[config.mk]
export PLATFORM = sky130hd
export DESIGN_NAME = dphy_hs_byte_align
export DESIGN_NICKNAME = d
export VERILOG_FILES = /design/src/rtl/dphy_pkg.sv /design/src/rtl/dphy_sync_detect.sv /design/src/rtl/dphy_hs_byte_align.sv
export SDC_FILE = /design/constraint.sdc
export NUM_CORES = 1
export LEC_CHECK = 0
export CAP_MARGIN = 5
export CORE_ASPECT_RATIO = 1.25
export CORE_MARGIN = 2
export CORE_UTILIZATION = 45
export DETAILED_ROUTE_END_ITERATION = 7
export GPL_TIMING_DRIVEN = 0
export PLACE_DENSITY = 0.7
export SYNTH_ARGS = -nofsm -noshare
export SYNTH_HDL_FRONTEND = slang
export SYNTH_SLANG_ARGS = --single-unit
[constraint.sdc]
create_clock -name clk_i -period 2 [get_ports clk_i]
set_clock_uncertainty 0.1 [all_clocks]
set_input_delay 0.6 -clock clk_i [delete_from_list [all_inputs] [get_ports clk_i]]
set_output_delay 0.6 -clock clk_i [all_outputs]
set_load 0.03 [all_outputs]
[src/rtl/dphy_pkg.sv]
// rtl/dphy_pkg.sv - shared constants, state type and helpers for the HS byte aligner
package dphy_pkg;

    localparam logic [7:0] SOT_SYNC_BYTE = 8'hB8;

    typedef enum logic [2:0] {
        IDLE,
        SETTLE,
        HUNT,
        ALIGNED,
        FAIL
    } align_state_t;

    function automatic logic [3:0] popcount8(input logic [7:0] v);
        logic [3:0] n;
        n = 4'd0;
        for (int i = 0; i < 8; i++) begin
            n = n + {3'd0, v[i]};
        end
        return n;
    endfunction

endpackage

[src/rtl/dphy_sync_detect.sv]
// rtl/dphy_sync_detect.sv - SoT sync search over the 2-byte window; SOT_SINGLE_BIT_TOL_EN adds 1-bit tolerance
module dphy_sync_detect
    import dphy_pkg::*;
(
    input  logic [14:0] w,
    output logic        match,
    output logic [2:0]  k,
    output logic        one_bit_err
);

    always_comb begin
        match       = 1'b0;
        k           = 3'd0;
        one_bit_err = 1'b0;
        // Descending scan so the lowest matching offset is the one left standing.
        for (int i = 7; i >= 0; i--) begin
            if (w[i +: 8] == SOT_SYNC_BYTE) begin
                match = 1'b1;
                k     = 3'(i);
            end
        end
`ifdef SOT_SINGLE_BIT_TOL_EN
        // Near misses only count when no exact sync exists at any offset.
        if (!match) begin
            for (int i = 7; i >= 0; i--) begin
                if (popcount8(w[i +: 8] ^ SOT_SYNC_BYTE) == 4'd1) begin
                    match       = 1'b1;
                    k           = 3'(i);
                    one_bit_err = 1'b1;
                end
            end
        end
`endif
    end

endmodule

[src/rtl/dphy_hs_byte_align.sv]
// rtl/dphy_hs_byte_align.sv - D-PHY data-lane byte aligner; SOT_SINGLE_BIT_TOL_EN enables 1-bit sync tolerance
module dphy_hs_byte_align
    import dphy_pkg::*;
#(
    parameter int SETTLE_BYTES = 4,
    parameter int SYNC_TIMEOUT = 32
) (
    input  logic       clk_i,
    input  logic       rst_i,
    input  logic [7:0] byte_i,
    input  logic       hs_rx_en_i,
    output logic [7:0] byte_o,
    output logic       valid_o,
    output logic       sync_o,
    output logic [2:0] offset_o,
    output logic       err_sot_sync_o,
    output logic       err_sot_o
);

    align_state_t state, next_state;
    logic [7:0]   cnt, cnt_next;
    logic [7:0]   byte_d;
    logic [14:0]  w;
    logic         match;
    logic [2:0]   match_k;
    logic         one_bit_err;
    logic         sync_set;
    logic         timeout_set;

    // Bit 15 of the full window is never the start of any candidate.
    assign w = {byte_i[6:0], byte_d};

    dphy_sync_detect u_sync_detect (
        .w           (w),
        .match       (match),
        .k           (match_k),
        .one_bit_err (one_bit_err)
    );

    always_comb begin
        next_state  = state;
        cnt_next    = cnt;
        sync_set    = 1'b0;
        timeout_set = 1'b0;
        case (state)
            IDLE: begin
                if (hs_rx_en_i) begin
                    next_state = SETTLE;
                    cnt_next   = 8'd0;
                end
            end
            SETTLE: begin
                if (cnt == 8'(SETTLE_BYTES)) begin
                    next_state = HUNT;
                    cnt_next   = 8'd0;
                end else begin
                    cnt_next = cnt + 8'd1;
                end
            end
            HUNT: begin
                if (match) begin
                    next_state = ALIGNED;
                    sync_set   = hs_rx_en_i;
                end else if (cnt == 8'(SYNC_TIMEOUT - 1)) begin
                    next_state  = FAIL;
                    timeout_set = hs_rx_en_i;
                end else begin
                    cnt_next = cnt + 8'd1;
                end
            end
            ALIGNED: next_state = ALIGNED;
            FAIL:    next_state = FAIL;
            default: next_state = IDLE;
        endcase
        // Leaving HS mode overrides everything, including a same-cycle match.
        if (!hs_rx_en_i) begin
            next_state = IDLE;
        end
    end

    always_ff @(posedge clk_i) begin
        if (rst_i) begin
            state          <= IDLE;
            cnt            <= 8'd0;
            byte_d         <= 8'd0;
            byte_o         <= 8'd0;
            valid_o        <= 1'b0;
            sync_o         <= 1'b0;
            offset_o       <= 3'd0;
            err_sot_sync_o <= 1'b0;
            err_sot_o      <= 1'b0;
        end else begin
            state          <= next_state;
            cnt            <= cnt_next;
            byte_d         <= byte_i;
            sync_o         <= sync_set;
            err_sot_sync_o <= timeout_set;
            err_sot_o      <= sync_set & one_bit_err;
            if (sync_set) begin
                offset_o <= match_k;
            end
            if (state == ALIGNED && hs_rx_en_i) begin
                byte_o  <= w[offset_o +: 8];
                valid_o <= 1'b1;
            end else begin
                valid_o <= 1'b0;
            end
        end
    end

endmodule
== Yosys cells after proc, flatten, opt, wreduce, memory -nomap -nowiden ==
Index checks and enable logic that the tools add are counted.

* Flip-flop bits (word level): 33

* Add/subtract/negate cells: 1
* Eq/ne operators: 19
* Shifts and indexed selects: 1
* Mux-type cells: 28
* Bitwise operators: 3
* Reduce and logical (&&, ||, !) cells: 7

{| class="wikitable"
|+ Operators with widths
! operator !! count
|-
| == test 8 bit, second input constant || 8
|-
| two-way mux 3 bit || 11
|-
| two-way mux 8 bit || 4
|-
| one-hot mux 8 bit (3 select lines) || 1
|-
| one-hot mux 3 bit (5 select lines) || 1
|-
| indexed part select 15 x 4 -> 8 bit || 1
|-
| two-way mux 1 bit || 11
|-
| adder 8 x 1 -> 8 bit, second input constant || 1
|-
| == test 8 x 3 -> 1 bit, second input constant || 1
|-
| == test 8 x 5 -> 1 bit, second input constant || 1
|-
| inequality test 2 bit, second input constant || 4
|-
| == test 3 x 2 -> 1 bit, second input constant || 2
|-
| AND reduction 4 bit || 1
|-
| OR reduction 4 bit || 1
|-
| == test 3 x 1 -> 1 bit, second input constant || 1
|-
| == test 3 bit, second input constant || 1
|-
| logical NOT 3 bit || 1
|-
| inequality test 3 bit, second input constant || 1
|-
| inverter 1 bit || 3
|-
| nonzero test 3 bit || 1
|-
| AND reduction 2 bit || 1
|-
| OR reduction 2 bit || 1
|-
| logical AND 1 bit || 1
|}

== Longest topological paths before layout ==
Gate-level depths: netlist (run 1).

* Word-level depth: 11
* Depth in mapped cells: 8

== Hierarchy ==
A second synthesis (run 1) with hierarchy kept.

* Cells, all modules: 213
* Area total of the unflattened synthesis: 1964.4 um^2

{| class="wikitable"
|+ By module, submodules not included
! module !! instances !! cells each !! area each (um^2) !! seq. area each (um^2)
|-
| dphy_hs_byte_align || 1 || 186 || 1737.9 || 680.7
|-
| dphy_sync_detect || 1 || 27 || 226.5 || 0.0
|}

== Worst setup path before layout (run 1) ==
OpenSTA, ideal clock, no wires.

* Path type: input port to flip-flop
* From: input port byte_i[0]
* To: register offset_o[0]
* Setup time: 0.123 ns
* Arrival time: 1.775 ns
* Required time: 1.777 ns
* Slack: 0.001 ns
* Cell stages on the path: 7
* Path buffers: 1
* Cell sequence: and2b_1 -> nand4b_1 -> a21boi_2 -> o21ai_2 -> buf_6 -> nor2_1 -> mux2_1

* Cells in the longest elaborated chain, start to end: 11
* Elaborated cells between the ends (all ways): 25
* Those cells by class: 7 x eq/ne; 18 x mux

{| class="wikitable"
|+ RTL lines
! element !! RTL line !! text
|-
| from (decl) || dphy_hs_byte_align.sv:10 || <nowiki>input logic [7:0] byte_i,</nowiki>
|-
| == test 8 bit || dphy_sync_detect.sv:17 || <nowiki>if (w[i +: 8] == SOT_SYNC_BYTE) begin</nowiki>
|-
| two-way mux 1 bit (8 in series) || dphy_sync_detect.sv:17 ||
|-
| two-way mux 1 bit || dphy_hs_byte_align.sv:61 || <nowiki>if (match) begin</nowiki>
|-
| two-way mux 1 bit || dphy_hs_byte_align.sv:45 || <nowiki>case (state)</nowiki>
|-
| to (signal assigned) || dphy_hs_byte_align.sv:100 || <nowiki>offset_o <= match_k;</nowiki>
|-
| to (decl) || dphy_hs_byte_align.sv:15 || <nowiki>output logic [2:0] offset_o,</nowiki>
|}

Parallel ways exist; a longest one is shown, timed or not.
A chain may end at the register's enable or synchronous reset.

== Final worst setup path (run 1) ==
* From: register sync_o
* To: output port sync_o

{| class="wikitable"
|+ RTL lines
! element !! RTL line !! text
|-
| from (decl) || dphy_hs_byte_align.sv:14 || <nowiki>output logic sync_o,</nowiki>
|-
| from (signal assigned) || dphy_hs_byte_align.sv:96 || <nowiki>sync_o <= sync_set;</nowiki>
|}

No word-level cell between the ends.

==> results of run 1 <==
[area by class of cell]
type,instances,area (sq um),area share (%)
Buffer,14,82.6,3.28
Sequential cell,33,662,26.3
Multi-Input combinational cell,175,1260,50.0
Timing Repair Buffer,35,310,12.3
Clock buffer,7,86.3,3.43
Tap cell,56,70.1,2.78
Inverter,5,18.8,0.745
Clock inverter,1,30.0,1.19
[cells by family after synthesis]
family	share of synthesized area (%)
compound gates	19.9
xor+xnor	0.443
fa+ha+maj	1.27
buf+inv	4.94
flops	33.4
mux	12.7
other cells	0.190
simple gates	27.1
[worst max path at each step]
stage / start / end / slack [ps]
global placement: byte_i[1] / offset_o[0] / -750
global route: sync_o / sync_o / 3
detailed placement: byte_i[1] / offset_o[0] / -760
CTS: byte_o[5] / byte_o[5] / 3
floorplan: byte_i[0] / offset_o[0] / 1
finish: sync_o / sync_o / 30
[placed cells by master (no fill, tap or decap), types with 7 or more instances in the layout]
| cell type | n |
|---|---|
| dfxtp_1 | 32 |
| nor2_1 | 21 |
| nand2_1 | 20 |
| mux2i_1 | 16 |
| buf_4 | 15 |
| nor2b_1 | 12 |
| nand2b_1 | 8 |
| o21ai_0 | 8 |
| dlygate4sd2_1 | 8 |
| a21oi_1 | 7 |
| a211oi_1 | 7 |
[layer usage]
layer | vias up | GRT usage [%]
met1 | 810 | 23.6
met5 | - | 0
met3 | 10 | 4.58
met2 | 53 | 34.9
met4 | 0 | 9.57
li1 | 905 | -
[through the flow]
step / cells / hold slack (ps) / setup TNS [ps]
detailed placement: 307 / 363 / -11660
finish: 326 / 372 / 0
global route: 326 / 395 / 0
global placement: 307 / 365 / -11450
CTS: 321 / 376 / 0
floorplan: 227 / 359 / 0
[Yosys cell counts (all sizes together) (2+ instances only)]
master and number:
nand2 20, inv 5, mux2i 16, nand4 4, a21oi 9, ha 2
mux2 6, a21o 2, and3 2, o21ai 12, nand3 4, dfxtp 33
nor3b 2, nor2b 13, a41o 4, nor2 24, nor3 4, clkbuf 6
a211oi 7, o21a 2, and4bb 6, a31oi 5, buf 8, a22oi 5
nand2b 8
[state kept, by name (all words and copies together), names as in the netlist]
name	cells
byte_d	8
cnt	8
byte_o	8
valid_o	1
state	3
offset_o	3
err_sot_sync_o	1
sync_o	1
[where the power goes]
group	leakage [nW]	total [mW]	internal (mW)	switching [mW]
Sequential	0.269	0.688	0.672	0.0152
Clock	0.0585	0.650	0.406	0.244
Combinational	0.763	0.190	0.0889	0.101
[repair_timing]
item,in CTS,in global routing
pin swaps,4,7
endpoints found under the setup margin,23,17
gates resized for setup,31,19
gates cloned,0,0
buffers inserted,6,5
==> flow_summary.yaml, run 1 <==
placed_design:
  post-place-ws_ps: -763
  dpl_cell_area_sq_mm: 0.00229
  globalplace.congestion: 0.879
  dpl.hpwl_microns: 3340
  numPortBuffers: 24
logic_synthesis:
  netlist_area_sq_mm: 0.00198
  yosysUniqueCellTypes: 51
  synth_edf_count: 0
  synth.avg_cell_area_sq_um: 8.70
  yosys.area.top_type_share_pct: 33.4
  synth_ff_type: "dfxtp_1"
  yosys.area.top_type: "dfxtp_1"
  yosys_warnings: 0
  ys_ff_latch: 33
  synthCells: 227
  async_reset_ff_share_pct: 0
  yosysSeqAreaShare_pct: 33.4
  yosys-top-cells-area: "dfxtp_1 33%, mux2i_1 8.1%, nor2_1 4.6%, nor2b_1 4.1%, nand2_1 3.8%"
  syn_nets: 240
timing:
  maxSlewHeadroom_pct: 63.8
  worst_slew_pin_slew_ps: 543
  fin_crit_sh_pct: 98.7
  rsz0062_at_grt: "false"
  max_freq_ghz: 0.506
  layout_setup_ws_ps: 25.3
  timing_hold_violations_final: 0
  maxSlewViolCount: 0
  setup_viol: 0
  fin_crit_ps: 1970
clock_network:
  cts_inserted_buffers: 5
  clk_pin_slew_worst_paths_ps: 70
  clk_path_buf_depth: 2
  cts_sinks: 33
  clk_latency_ps: 290
  clockRootBuffer: "clkbuf_8"
  h-tree-depth: 2
  cts_hold_buf: 0
  cts_tree: "built"
die:
  start_util_pct: 47.4
  rows: 26
  coreArea_sq_mm: 0.00416
  die_h_microns: 78.1
  ioPinCount: 26
  die_w_microns: 63.3
  dieArea_sq_mm: 0.00494
power_and_ir_drop:
  peakVddDrop_v: 0.000394
  power_mw: 1.53
  leakage_nw: 1.09
  power.density_mw_per_mm2: 606
setup_path:
  worstPathMaxFanout: 1
  cp_data_required_time_ps: 1300
  crit_buf_inv: 1
  path_cells: "clkdlybuf4s50_1"
  cp_top_family: "buffers and inverters"
  cpMaxStageDelayCell: "clkdlybuf4s50_1"
  cp.arrival_ps: 1270
  r2r_cells: 8
  rr_endpoint: "cnt[7]"
  cp_slowest_stage_delay_ps: 660
  r2r_setup_slack_ps: 120
  worstSetupPathDepth: 1
  startpoint_type: "flop"
  criticalPathCategory: "flop to output pin"
  endpoint_kind: "output pin"
  crit-reg2reg-launch: "byte_d[3]"
worst_hold_path:
  hold_class: "flop to flop"
  min_path_cells: 2
  whs_endpoint: "byte_o[0]"
  min-delay-start: "byte_o[0]"
route:
  drt-initial-drc-count: 138
  routed_wl_microns: 4640
  wl_met1_microns: 1960
  drt_pass1_iterations: 4
  met3_length_microns: 212
  via_per_inst: 5.45
  wl_met2_microns: 2350
  ant_nets: 0
  vias: 1778
  drc: 0
  wl_per_cell_microns: 14.2
  highest_layer: "met4"
final_layout:
  diodes: 0
  final_core_util_pct: 60.5
  fin_nets: 282
  nFillCells: 403
  area_growth_pct: 27.5
  layout-drive-gt1-share_pct: 22.6
  design_area_sq_mm: 0.00252
global_route:
  grt_pass1_wl_microns: 7810
  grt_max_degree: 11
  grt_pass1_vias: 1678
  antenna_found_initial: 0
  grt_usage_pct: 20.2
  overflow: 0
flow_run:
  maxCapViolations: 0
outcome:
  status: "finished, final reports clean"
No activity file was read; power rests on OpenSTA's default activity.
==> inputs of run 2 (changes only) <==
Settings changed: ABC_AREA from default to 1, PLACE_DENSITY 0.7 to 0.69.
==> run 2 against run 1 <==
Effect of this change: critical endpoint is now valid_o; total power increased by 0.10%; cell count increased by 30%; largest cell class unchanged; sequential power about the same; maximum frequency increased by 1.8%.
==> flow_summary.yaml, run 2 <==
outcome:
  status: "finished, final reports clean"
final_layout:
  area_growth_pct: 22.0
  final_common_cell: "nand2_1"
  design_area_sq_mm: 0.00259
  fin_nets: 379
  diodes: 0
  top_regs: "byte_d: 8 flops, byte_o: 8 flops, cnt: 8 flops"
  layout_common_cells: "96 x nand2_1, 40 x nor2_1, 33 x inv_1, 33 x dfxtp_1, 21 x nand3_1"
  layout.cells.non_filler: 425
  final_core_util_pct: 58.0
  layout-drive-gt1-share_pct: 14.2
logic_synthesis:
  yosysUniqueCellTypes: 35
  syn_nets: 345
  yosys-top-cells-area: "dfxtp_1 31%, nand2_1 17%, nor2_1 7.3%, inv_1 6.2%, nand3_1 5.0%"
  ys_ff_latch: 33
  synth.avg_cell_area_sq_um: 6.39
  synth_ff_type: "dfxtp_1"
  yosysMostFrequentCell: "nand2_1"
  synthTopCellsByCount: "97 x nand2_1, 41 x nor2_1, 35 x inv_1, 33 x dfxtp_1, 21 x nand3_1"
  yosys.area.top_type_share_pct: 31.2
  yosys_warnings: 0
  netlist_area_sq_mm: 0.00212
  yosysSeqAreaShare_pct: 31.2
  yosys.area.top_type: "dfxtp_1"
  synth_edf_count: 0
  synthCells: 332
  async_reset_ff_share_pct: 0
timing:
  maxSlewHeadroom_pct: 64.0
  rsz0062_at_grt: "false"
  fin_crit_ps: 1940
  maxSlewViolCount: 0
  timing_hold_violations_final: 0
  worst_slew_pin_slew_ps: 540
  setup_tns_ps: 0
  max_freq_ghz: 0.515
  setup_viol: 0
  fin_crit_sh_pct: 97.0
  whs_ps: 389
  layout_setup_ws_ps: 60.1
route:
  drt-initial-drc-count: 121
  routed_wl_microns: 5230
  drt_pass1_iterations: 4
  vias: 2153
  wl_per_cell_microns: 12.3
  ant_nets: 0
  drc: 0
  via_per_inst: 5.07
placed_design:
  numPortBuffers: 23
  placed_cells: 413
  dpl_cell_area_sq_mm: 0.00242
  dpl.hpwl_microns: 3940
  post-place-ws_ps: -462
  globalplace.congestion: 0.924
global_route:
  grt_pass1_vias: 2070
  overflow: 0
  antenna_found_initial: 0
  grt_usage_pct: 21.8
  grt_pass1_wl_microns: 8910
  grt_max_degree: 11
setup_path:
  cpMaxStageDelayCell: "clkdlybuf4s50_1"
  path_cells: "clkdlybuf4s50_1"
  worstPathMaxFanout: 1
  cp_slowest_stage_delay_ps: 660
  cp.arrival_ps: 1240
  endpoint_kind: "output pin"
  crit_buf_inv: 1
  criticalPathCategory: "flop to output pin"
  cp_data_required_time_ps: 1300
  startpoint_type: "flop"
  cp_top_family: "buffers and inverters"
power_and_ir_drop:
  p_int_mw: 1.15
  peakVddDrop_v: 0.000334
  clkPwrFrac_pct: 42.5
  power.density_mw_per_mm2: 591
  p_comb_share_pct: 12.4
  p_switching_uw: 383
  sw_frac_of_total_pct: 25.0
  power_mw: 1.53
  pwr-share-seq_pct: 45.1
  leakage_nw: 1.28
die:
  coreArea_sq_mm: 0.00446
  die_h_microns: 80.8
  dieArea_sq_mm: 0.00528
  rows: 27
  ioPinCount: 26
  start_util_pct: 47.6
  die_w_microns: 65.4
clock_network:
  clk_path_buf_depth: 2
  cts_inserted_buffers: 5
  h-tree-depth: 2
  cts_sinks: 33
  cts_tree: "built"
  clk_pin_slew_worst_paths_ps: 70
  clk_latency_ps: 280
  cts_hold_buf: 0
  clockRootBuffer: "clkbuf_8"
worst_hold_path:
  hold_class: "flop to flop"
flow_run:
  maxCapViolations: 0
## run 2: cell type report
type                    instances  area, sq um
inverters                      43          166
repair buffers                 27          262
clock inverters                 1         30.0
plain buffers                  13         75.1
flip-flops and latches         33          661
fillers                       465         1870
multi-input cells             243         1230
well taps                      58         72.6
clock buffers                   7         86.3
## run 2: worst min-delay path: cells and delay by family, from the launching register on
kind / cells / cell delay (ps)
flops: 1 / 320
compound gates: 1 / 50
simple gates: 1 / 70
## run 2: repair_timing
action / 4_1_cts / 5_1_grt
pin swaps: 1 / 0
setup buffers: 4 / 0
endpoints found under the setup margin: 20 / 19
gates resized for setup: 14 / 12
## run 2: routing by layer
layer | wire length, microns | vias up | GRT usage [%]
met1 | 2280 | 976 | 24.1
met4 | 61 | 0 | 8.54
li1 | - | 1123 | -
met5 | 0 | - | 0
met3 | 196 | 9 | 4.85
met2 | 2690 | 45 | 40.2
## run 2: logic make-up (layout without fill, tap and decap cells)
logic type	after synthesis	in the layout	synth area share (%)
AO/OA/AOI/OAI	54	54	15.6
XOR/XNOR	4	4	1.65
adder cells (fa/ha/maj)	2	2	1.18
buffers and inverters	56	91	11.3
flip-flops	33	33	31.2
multiplexers	1	1	0.472
other	1	1	0.177
AND/OR/NAND/NOR	181	181	38.5
## run 2: final timing paths
kind / startpoint / to / slack [ps] / cells past startpoint
min: state[2] / state[2] / 390 / 2
max: valid_o / valid_o / 60 / 1
max reg2reg: cnt[1] / cnt[3] / 210 / 10
min reg2reg: state[2] / state[2] / 390 / 2
## run 2: power groups by stage
stage,clock (mW),combinational [mW],sequential [mW]
2_1_floorplan,0,0.124,0.702
3_3_place_gp,0,0.183,0.704
3_5_place_dp,0,0.184,0.703
4_1_cts,0.667,0.186,0.688
5_1_grt,0.707,0.215,0.691
6_report,0.650,0.190,0.689
